## config.mk

```make
export PLATFORM = sky130hd
export DESIGN_NAME = shift_seq_16b
export DESIGN_NICKNAME = d
export VERILOG_FILES = /design/src/rtl/shift_pkg.sv /design/src/rtl/shift1_step.sv /design/src/rtl/shift_seq_16b.sv
export SDC_FILE = /design/constraint.sdc
export NUM_CORES = 1
export LEC_CHECK = 0
export CAP_MARGIN = 20
export CORE_MARGIN = 1.5
export CORE_UTILIZATION = 30
export CTS_CLUSTER_DIAMETER = 60
export CTS_CLUSTER_SIZE = 25
export DETAILED_ROUTE_END_ITERATION = 6
export PLACE_DENSITY_LB_ADDON = 0.15
export REMOVE_ABC_BUFFERS = 1
export SETUP_SLACK_MARGIN = 0.5
export SYNTH_ARGS = -nofsm -noshare
export SYNTH_HDL_FRONTEND = slang
export SYNTH_SLANG_ARGS = --single-unit
```

## constraint.sdc

```tcl
create_clock -name clk -period 4.4 [get_ports clk]
set_input_delay 1.32 -clock clk [delete_from_list [all_inputs] [get_ports clk]]
set_output_delay 1.32 -clock clk [all_outputs]
set_load 0.01 [all_outputs]
```

## src/rtl/shift_pkg.sv

```systemverilog
// Shared encodings for the multi-cycle shift controller: operation select
// values and FSM state encoding.
package shift_pkg;

    typedef enum logic [1:0] {
        OP_SLL = 2'b00,
        OP_SRL = 2'b01,
        OP_SRA = 2'b10,
        OP_ROL = 2'b11
    } op_t;

    typedef enum logic [1:0] {
        S_IDLE  = 2'b00,
        S_SHIFT = 2'b01,
        S_DONE  = 2'b10
    } state_t;

endpackage

```

## src/rtl/shift1_step.sv

```systemverilog
// Purely combinational single-bit shift stage. The controller applies this
// stage once per clock to build up a variable-distance shift.
module shift1_step
    import shift_pkg::*;
#(
    parameter int WIDTH = 16
) (
    input  logic [WIDTH-1:0] r,
    input  logic [1:0]       op,
    output logic [WIDTH-1:0] r_next,
    output logic             bout
);

    // One-bit step: left ops lose the MSB, right ops lose the LSB.
    always_comb begin
        r_next = r;
        bout   = 1'b0;
        case (op)
            OP_SLL: begin
                r_next = {r[WIDTH-2:0], 1'b0};
                bout   = r[WIDTH-1];
            end
            OP_SRL: begin
                r_next = {1'b0, r[WIDTH-1:1]};
                bout   = r[0];
            end
            OP_SRA: begin
                r_next = {r[WIDTH-1], r[WIDTH-1:1]};
                bout   = r[0];
            end
            OP_ROL: begin
                r_next = {r[WIDTH-2:0], r[WIDTH-1]};
                bout   = r[WIDTH-1];
            end
            default: begin
                r_next = r;
                bout   = 1'b0;
            end
        endcase
    end

endmodule

```

## src/rtl/shift_seq_16b.sv

```systemverilog
// Multi-cycle shift controller. Accepts one request (operand, op, amount) and
// walks a single-bit shift stage once per clock until the amount is used up.
//
// Handshake: start is a request strobe that is accepted only when busy is low
// (state IDLE); it is ignored while busy, including the DONE cycle, and is
// never queued. op/amt/din matter only in the accepting cycle. done is a
// one-cycle pulse marking dout/cout final; the next request can be accepted
// in the cycle after done. dbg_state exposes the FSM state for checkers.
module shift_seq_16b
    import shift_pkg::*;
#(
    parameter int WIDTH = 16,
    parameter int CNT_W = 4
) (
    input  logic             clk,
    input  logic             reset,
    input  logic             start,
    input  logic [1:0]       op,
    input  logic [CNT_W-1:0] amt,
    input  logic [WIDTH-1:0] din,
    output logic             busy,
    output logic             done,
    output logic [WIDTH-1:0] dout,
    output logic             cout,
    output logic [1:0]       dbg_state
);

    state_t            state_q, state_d;
    logic [CNT_W-1:0]  cnt_q,   cnt_d;
    logic [1:0]        op_q,    op_d;
    logic [WIDTH-1:0]  sr_q,    sr_d;
    logic              cout_q,  cout_d;

    logic [WIDTH-1:0]  step_r;
    logic              step_bout;

    shift1_step #(
        .WIDTH (WIDTH)
    ) u_step (
        .r      (sr_q),
        .op     (op_q),
        .r_next (step_r),
        .bout   (step_bout)
    );

    // State and datapath registers; reset drops any in-flight request.
    always_ff @(posedge clk) begin
        if (reset) begin
            state_q <= S_IDLE;
            cnt_q   <= '0;
            op_q    <= 2'b00;
            sr_q    <= '0;
            cout_q  <= 1'b0;
        end else begin
            state_q <= state_d;
            cnt_q   <= cnt_d;
            op_q    <= op_d;
            sr_q    <= sr_d;
            cout_q  <= cout_d;
        end
    end

    // Next-state and datapath updates; everything holds unless a state acts.
    always_comb begin
        state_d = state_q;
        cnt_d   = cnt_q;
        op_d    = op_q;
        sr_d    = sr_q;
        cout_d  = cout_q;
        case (state_q)
            S_IDLE: begin
                if (start) begin
                    sr_d    = din;
                    op_d    = op;
                    cnt_d   = amt;
                    cout_d  = 1'b0;
                    // A zero amount skips straight to DONE with dout = din.
                    state_d = (amt != '0) ? S_SHIFT : S_DONE;
                end
            end
            S_SHIFT: begin
                sr_d   = step_r;
                cout_d = step_bout;
                cnt_d  = cnt_q - CNT_W'(1);
                // Leave on the final step so the counter never wraps.
                if (cnt_q == CNT_W'(1)) begin
                    state_d = S_DONE;
                end
            end
            S_DONE: begin
                state_d = S_IDLE;
            end
            default: begin
                state_d = S_IDLE;
            end
        endcase
    end

    // Status outputs are decoded straight from the state register.
    always_comb begin
        busy      = (state_q != S_IDLE);
        done      = (state_q == S_DONE);
        dout      = sr_q;
        cout      = cout_q;
        dbg_state = state_q;
    end

endmodule

```

==> impl_metrics.json, run 1 <==
{
  "status": "finished, final reports clean",
  "drc": 0,
  "syn_avg_cell_area_sq_um": 8.344,
  "final_cell_mix": "clkdlybuf4s50_1 (45), a21oi_1 (25), dfxtp_1 (25), nor2_1 (18)",
  "met3WireLength_um": 208,
  "p_total_uw": 648.9,
  "cp.arrival_ns": 1.70,
  "clk_path_buf_depth": 2,
  "r2r_slack_ns": 2.32,
  "seq_area_sq_um": 500.5,
  "met2_wirelength_mm": 1.673,
  "ioPinCount": 46,
  "dpl_cell_area_sq_um": 1864,
  "crit_type": "register to output port",
  "fin_nets": 240,
  "synth_top_area_cell": "dfxtp_1",
  "hold_class": "register to register",
  "antenna_cells": 0,
  "ys_ff_latch": 25,
  "synth_top_area_share_pct": 34.87,
  "cts.sinks": 25,
  "overflow": 0,
  "port_buffers": 45,
  "yosys-top-cells-area": "dfxtp_1 (35%), a21oi_1 (8.7%), a221oi_1 (7.9%), o31ai_1 (7.3%), ha_1 (5.2%)",
  "holdBufCountCts": 0,
  "finalCriticalPeriod_ns": 3.023,
  "fmax_ghz": 0.3309,
  "yosysUniqueCellTypes": 37,
  "numCtsBuffers": 3,
  "grt_pass1_vias": 1270,
  "die_w_um": 72.17,
  "die_y_um": 72.17,
  "clkLatencyLatePin_ns": 0.27,
  "p_leak_uw": 0.0006975,
  "rsz0062_at_grt": "no",
  "synth_ff_type": "dfxtp_1",
  "skew_ns": 0.005112,
  "layout_commonest_cell": "clkdlybuf4s50_1",
  "die_area_sq_um": 5208,
  "via_per_inst": 5.346,
  "pre_cts_slack_ns": 1.309,
  "dpl.hpwl_mm": 2.700,
  "setup.worst_path.start_class": "register",
  "relSlewSlack_pct": 50.06,
  "highest_layer": "met4",
  "cts_tree": "done",
  "postCtsSetupBuffers": 0,
  "worst_pin_slew_ns": 0.7492,
  "cp-end-kind": "output port",
  "coreArea_sq_um": 4474,
  "design_area_sq_um": 1909,
  "post-route-period-util_pct": 68.69,
  "crit_fanout": 16,
  "ys_seq_area_share_pct": 34.87,
  "path_clk_slew_ns": 0.09,
  "yosys_warnings": 0,
  "drive_above_1_share_pct": 6.731,
  "final.fill_count": 447,
  "finalMaxSlewViolations": 0,
  "grt_start_max_net_pins": 19,
  "synth_edf_count": 0,
  "syn_to_final_growth_pct": 33.04,
  "final-hold-violation-count": 0,
  "finalWirelength_mm": 3.803,
  "ant_nets": 0,
  "finalSetupViolations": 0,
  "power_density_nw_per_um2": 339.9,
  "num_rows": 24,
  "m1WireLength_mm": 1.904,
  "wl_per_cell_um": 14.63,
  "netlist_area_sq_um": 1435,
  "track_usage_pct": 14.95,
  "setup_ws_ns": 1.378,
  "start_util_pct": 32.07,
  "setup-tns-final_ns": 0,
  "drt-initial-drc-count": 176,
  "synth-async-reset-ratio_pct": 0,
  "antenna_found_initial": 0,
  "syn_inst": 172,
  "htree_levels": 1,
  "peakVddDrop_v": 0.0001263,
  "vias": 1390,
  "place_congestion": 0.8010,
  "drv_cap": 0,
  "multi_input_area_sq_um": 803.3,
  "cts-resized-gates": 0,
  "cts-root-buf": "clkbuf_8",
  "grt_pass1_wl_mm": 6.313,
  "first_pass_iters": 4,
  "required_ns": 3.08
}
## routing by layer
metal / vias up / GRT usage (%)
li1: 698 / -
met1: 650 / 22.50
met2: 40 / 21.91
met3: 2 / 2.361
met4: 0 / 4.403
met5: - / 0
## critical path, cell delays in order (launching register included)
cell and delay (ns):
dfxtp_1 0.69, or2_1 0.21, clkdlybuf4s50_1 0.54
## path summary, 6_finish.rpt
check                           cells after the start  endpoint          from
worst min register to register                      2   dout[4]       dout[4]
worst max register to register                      4   dout[9]  dbg_state[0]
worst min-delay path                                2   dout[4]       dout[4]
worst max-delay path                                2      busy  dbg_state[0]
## state kept, by name, indices dropped and copies added, names as in the netlist
| register | count |
|---|---|
| op_q | 2 |
| dbg_state | 2 |
| cnt_q | 4 |
| dout | 16 |
| cout | 1 |
## logic make-up (layout without fill, tap and decap cells)
| logic type | after synthesis | count (layout) | synth area share, % |
|---|---|---|---|
| and+or+nand+nor | 53 | 53 | 18.57 |
| buffers and inverters | 23 | 59 | 9.154 |
| DFF | 25 | 25 | 34.87 |
| adders and majority gates | 6 | 6 | 5.231 |
| muxes | 1 | 1 | 0.6975 |
| AOI/OAI and AO/OA | 63 | 63 | 30.86 |
| xor gates and xnor gates | 1 | 1 | 0.6104 |
## synth_stat cells (3+ instances only)
library cell,instances
a21oi_1,25
dfxtp_1,25
nor2_1,18
nand2_1,14
o31ai_1,14
a221oi_1,13
inv_1,8
buf_2,6
ha_1,6
or2_1,4
buf_4,3
nand2b_1,3
nor3_1,3
## stage by stage
stage | hold slack, ns | utilization (%) | cells
floorplan | 0.4633 | - | 157
global placement | 0.4810 | 41.67 | 256
detailed placement | 0.4913 | 41.67 | 256
CTS | 0.5057 | 42.67 | 260
global route | 0.5337 | 42.67 | 260
finish | 0.5093 | 42.67 | 260
## power breakdown
part	total (uW)	switching (uW)	internal [uW]
sequential	297	40.4	257
clock	137	72.7	64.7
combinational	214	102	113
## final cells by class
type                    count  area share, %
repair buffers             47          24.38
clock buffers               4          2.359
multi-input cells         124          42.07
inverters                   8          1.573
flip-flops and latches     25          26.21
well taps                  52          3.408
(Power assumes the default switching activity.)
==> inputs of run 2 (changes only) <==
- clock period: 4.4 -> 3.07 ns (I/O delays scaled with it)
==> run 2 against run 1 <==
Setup slack got worse by 0.77 ns. Total power increased by 45%. Wire length increased by 7.2%. Clock-buffer cell count unchanged. Critical path depth increased by 1. Worst hold slack got worse by 0.0069 ns. Sequential share of layout area decreased by 0.060 points. Clock skew decreased by 0.0019 ns. Non-clock buffer count increased by 2. Core utilization increased by 0.42 points. Sequential power increased by 42%. Register-to-register slack got worse by 1.1 ns. Largest cell class unchanged.
==> impl_metrics.json, run 2 (synthesis results as in run 1) <==
{
  "drt-initial-drc-count": 126,
  "syn_to_final_growth_pct": 34.35,
  "skew_ns": 0.003163,
  "cp.arrival_ns": 1.54,
  "p_leak_uw": 0.0007083,
  "first_pass_iters": 4,
  "fin_nets": 242,
  "pre_cts_slack_ns": 0.5789,
  "p_int_uw": 624.8,
  "worst_pin_slew_ns": 0.8045,
  "wl_per_cell_um": 15.56,
  "final-hold-violation-count": 0,
  "start_util_pct": 32.07,
  "postCtsSetupBuffers": 0,
  "grt_pass1_vias": 1445,
  "setup_ws_ns": 0.6120,
  "switching_power_uw": 314.2,
  "place_congestion": 0.7893,
  "clk_path_buf_depth": 2,
  "post-route-period-util_pct": 80.07,
  "hold_ws_ns": 0.5024,
  "drive_above_1_share_pct": 8.095,
  "fmax_ghz": 0.4068,
  "die_w_um": 72.17,
  "cts.sinks": 25,
  "num_rows": 24,
  "fin_cells": 262,
  "layout_commonest_cell": "clkdlybuf4s50_1",
  "finalSetupViolations": 0,
  "power_frac_clock_pct": 21.2,
  "via_per_inst": 5.519,
  "setup-tns-final_ns": 0,
  "vias": 1446,
  "crit_fanout": 16,
  "ant_nets": 0,
  "relSlewSlack_pct": 46.37,
  "design_area_sq_um": 1928,
  "ioPinCount": 46,
  "swShare_pct": 33.46,
  "setup.worst_path.start_class": "register",
  "power_frac_seq_pct": 45.0,
  "path_clk_slew_ns": 0.09,
  "rsz0062_at_grt": "no",
  "die_area_sq_um": 5208,
  "coreArea_sq_um": 4474,
  "finalMaxSlewViolations": 0,
  "dpl.hpwl_mm": 2.827,
  "hold_class": "register to register",
  "drv_cap": 0,
  "power_density_nw_per_um2": 487.0,
  "status": "finished, final reports clean",
  "finalCriticalPeriod_ns": 2.458,
  "cts_tree": "done",
  "crit_type": "register to output port",
  "antenna_cells": 0,
  "holdBufCountCts": 0,
  "track_usage_pct": 16.28,
  "grt_pass1_wl_mm": 6.789,
  "combinationalPowerShare_pct": 33.8,
  "antenna_found_initial": 0,
  "numCtsBuffers": 3,
  "overflow": 0,
  "finalWirelength_mm": 4.076,
  "dpl_cell_area_sq_um": 1879,
  "cts-root-buf": "clkbuf_8",
  "cp-end-kind": "output port",
  "die_y_um": 72.17,
  "grt_start_max_net_pins": 19,
  "clkLatencyLatePin_ns": 0.26,
  "drc": 0,
  "htree_levels": 1,
  "required_ns": 2.15,
  "final_cell_mix": "clkdlybuf4s50_1 (45), a21oi_1 (25), dfxtp_1 (24), nor2_1 (18)",
  "peakVddDrop_v": 0.0002200,
  "port_buffers": 45,
  "largest_reg_flops": 16,
  "dpl.cell_count": 258
}
## run 2: cell count changes in the layout (fill, tap and decap cells not counted), sizes merged
cell  delta
buf      +2
## run 2: metrics by stage
stage	utilization (%)	power, uW
floorplan	-	580.9
global placement	42.00	738.4
detailed placement	42.00	745.1
CTS	43.04	947.6
global route	43.09	1003
finish	43.09	939.0
## run 2: worst paths after layout
kind                            cells past startpoint        to  slack, ns    startpoint
worst max-delay path                                3      done       0.61  dbg_state[0]
worst max register to register                      5   dout[0]       1.21       op_q[0]
worst min-delay path                                2  dout[11]       0.50      dout[11]
worst min register to register                      2  dout[11]       0.50      dout[11]
## run 2: critical path, stage by stage, from the launching register on
cell             delay [ns]
dfxtp_4                0.41
buf_4                  0.21
nor2b_1                0.12
clkdlybuf4s50_1        0.54
## run 2: area by class of cell
cell class	count	area (sq um)
Clock buffer	4	45.04
Tap cell	52	65.06
Sequential cell	25	504.2
Timing Repair Buffer	49	480.5
Multi-Input combinational cell	124	803.3
Fill cell	458	2546
Inverter	8	30.03
## run 2: power by group through the flow
stage          Sequential (uW)  Clock (uW)  Combinational (uW)
2_1_floorplan              437           0                 144
6_report                   422         199                 317
5_1_grt                    430         222                 351
3_5_place_dp               429           0                 316
4_1_cts                    422         208                 318
3_3_place_gp               427           0                 311
## run 2: repair_timing
action,in CTS,in global routing
pin swaps,0,0
endpoints found under the setup margin,2,1
resized for setup,1,1
## run 2: metal layers
layer / wire (um) / GRT usage, % / vias to the layer above
li1: - / - / 699
met2: 1759 / 25.72 / 54
met4: 25 / 4.403 / 0
met1: 2057 / 22.93 / 691
met5: 0 / 0 / -
met3: 233 / 2.917 / 2
==> inputs of run 3 (changes only) <==
- clock period: 3.07 -> 2.2 ns (I/O delays scaled with it)
==> run 3 against run 2 <==
Combinational power increased by 44%. Critical path depth decreased by 1. Wire length increased by 4.3%. Setup slack got worse by 0.13 ns. Clock power increased by 46%.
==> impl_metrics.json, run 3 (synthesis results as in run 1) <==
{
  "htree_levels": 1,
  "ant_nets": 0,
  "clk_path_buf_depth": 2,
  "final_cell_mix": "a21oi_1 (24), dlygate4sd2_1 (21), clkdlybuf4s50_1 (20), nor2_1 (17)",
  "grt_start_max_net_pins": 19,
  "die_y_um": 72.17,
  "largest_reg_flops": 16,
  "fmax_ghz": 0.5834,
  "post-route-period-util_pct": 77.92,
  "wl_per_cell_um": 15.92,
  "power_density_nw_per_um2": 656.5,
  "finalMaxSlewViolations": 0,
  "p_total_uw": 1344,
  "drive_above_1_share_pct": 25.12,
  "rsz0062_at_grt": "yes",
  "track_usage_pct": 16.59,
  "final.fill_count": 445,
  "p_int_uw": 868.3,
  "coreArea_sq_um": 4474,
  "num_rows": 24,
  "worst_pin_slew_ns": 0.3811,
  "port_buffers": 45,
  "switching_power_uw": 475.6,
  "cts.sinks": 25,
  "grt_pass1_wl_mm": 6.948,
  "place_congestion": 0.7885,
  "first_pass_iters": 4,
  "hold_class": "register to register",
  "power_frac_clock_pct": 21.6,
  "fin_nets": 247,
  "fin_cells": 267,
  "finalCriticalPeriod_ns": 1.714,
  "final-hold-violation-count": 0,
  "setup.worst_path.start_class": "register",
  "cts-root-buf": "clkbuf_8",
  "start_util_pct": 32.07,
  "antenna_found_initial": 0,
  "path_clk_slew_ns": 0.10,
  "final_util_pct": 45.75,
  "cp-end-kind": "output port",
  "skew_ns": 0.009002,
  "via_per_inst": 5.378,
  "clkLatencyLatePin_ns": 0.28,
  "status": "finished, final reports clean",
  "dpl.cell_count": 261,
  "finalWirelength_mm": 4.251,
  "required_ns": 1.54,
  "combinationalPowerShare_pct": 33.9,
  "vias": 1436,
  "peakVddDrop_v": 0.0003139,
  "numCtsBuffers": 3,
  "dpl.hpwl_mm": 2.966,
  "drc": 0,
  "syn_to_final_growth_pct": 42.63,
  "cp.arrival_ns": 1.05,
  "ioPinCount": 46,
  "die_w_um": 72.17,
  "layout_commonest_cell": "a21oi_1",
  "antenna_cells": 0,
  "relSlewSlack_pct": 74.48,
  "cts_tree": "done",
  "setup-tns-final_ns": 0,
  "power_frac_seq_pct": 44.5,
  "crit_fanout": 3,
  "die_area_sq_um": 5208,
  "overflow": 0,
  "crit_type": "register to output port",
  "grt_pass1_vias": 1440,
  "drv_cap": 0,
  "p_leak_uw": 0.0008726,
  "drt-initial-drc-count": 119,
  "swShare_pct": 35.39,
  "finalSetupViolations": 0
}
[run 3: cell count changes in the layout (fill, tap and decap cells not counted), moves of 2 or more]
cell / before / now
dfxtp_2: 0 / 13
buf_4: 4 / 8
dlymetal6s2s_1: 0 / 2
buf_2: 0 / 2
or2_1: 4 / 2
dfxtp_1: 24 / 10
a221oi_1: 13 / 4
dlygate4sd2_1: 0 / 21
clkdlybuf4s50_1: 45 / 20
a221oi_2: 2 / 11
[run 3: area by class of cell]
type                    count  area, sq um  share of cell area, %
repair buffers             54        499.2                  24.39
flip-flops and latches     25        524.3                  25.61
multi-input cells         124        879.6                  42.97
well taps                  52        65.06                  3.178
clock inverters             1        7.507                 0.3667
clock buffers               3        41.29                  2.017
inverters                   8        30.03                  1.467
[run 3: worst max-delay path: stages (launching register included)]
cell	delay, ns
dfxtp_4	0.36
buf_4	0.14
dlygate4sd2_1	0.28
[run 3: final timing paths]
| path | start | end | slack (ns) | cells past startpoint |
|---|---|---|---|---|
| worst max register to register | op_q[1] | dout[0] | 0.61 | 7 |
| worst max-delay path | dbg_state[0] | dbg_state[0] | 0.49 | 2 |
| worst min register to register | dout[5] | dout[5] | 0.49 | 2 |
| worst min-delay path | dout[5] | dout[5] | 0.49 | 2 |
[run 3: power by group through the flow]
stage / combinational [uW] / clock, uW / sequential, uW
global placement: 448 / 0 / 593
finish: 455 / 290 / 598
CTS: 432 / 301 / 590
floorplan: 201 / 0 / 610
detailed placement: 454 / 0 / 594
global route: 502 / 315 / 609
[run 3: stage by stage]
step	instance area, sq um	setup slack [ns]	hold WS (ns)
2_1_floorplan	1334	0.4002	0.4633
3_3_place_gp	1902	0.1489	0.4892
3_5_place_dp	1902	0.08868	0.4947
4_1_cts	1969	0.3359	0.4878
5_1_grt	2047	0.4430	0.5134
6_report	2047	0.4858	0.4910
[run 3: what timing repair did]
| action | 4_1_cts | 5_1_grt |
|---|---|---|
| gates resized for setup | 46 | 19 |
| pin swaps | 1 | 3 |
| hold endpoints to repair | 0 | 0 |
| hold buffers | 0 | 0 |
| buffers inserted | 1 | 1 |
| endpoints found under the setup margin | 43 | 16 |
[run 3: routing by layer]
metal  global-route usage (%)  up-vias  share of wire (%)
met4                    4.612        0               0.94
met5                        0        -                  0
li1                         -      711                  -
met3                    2.917        4                5.7
met1                    22.59      673                 48
met2                    27.06       48                 45
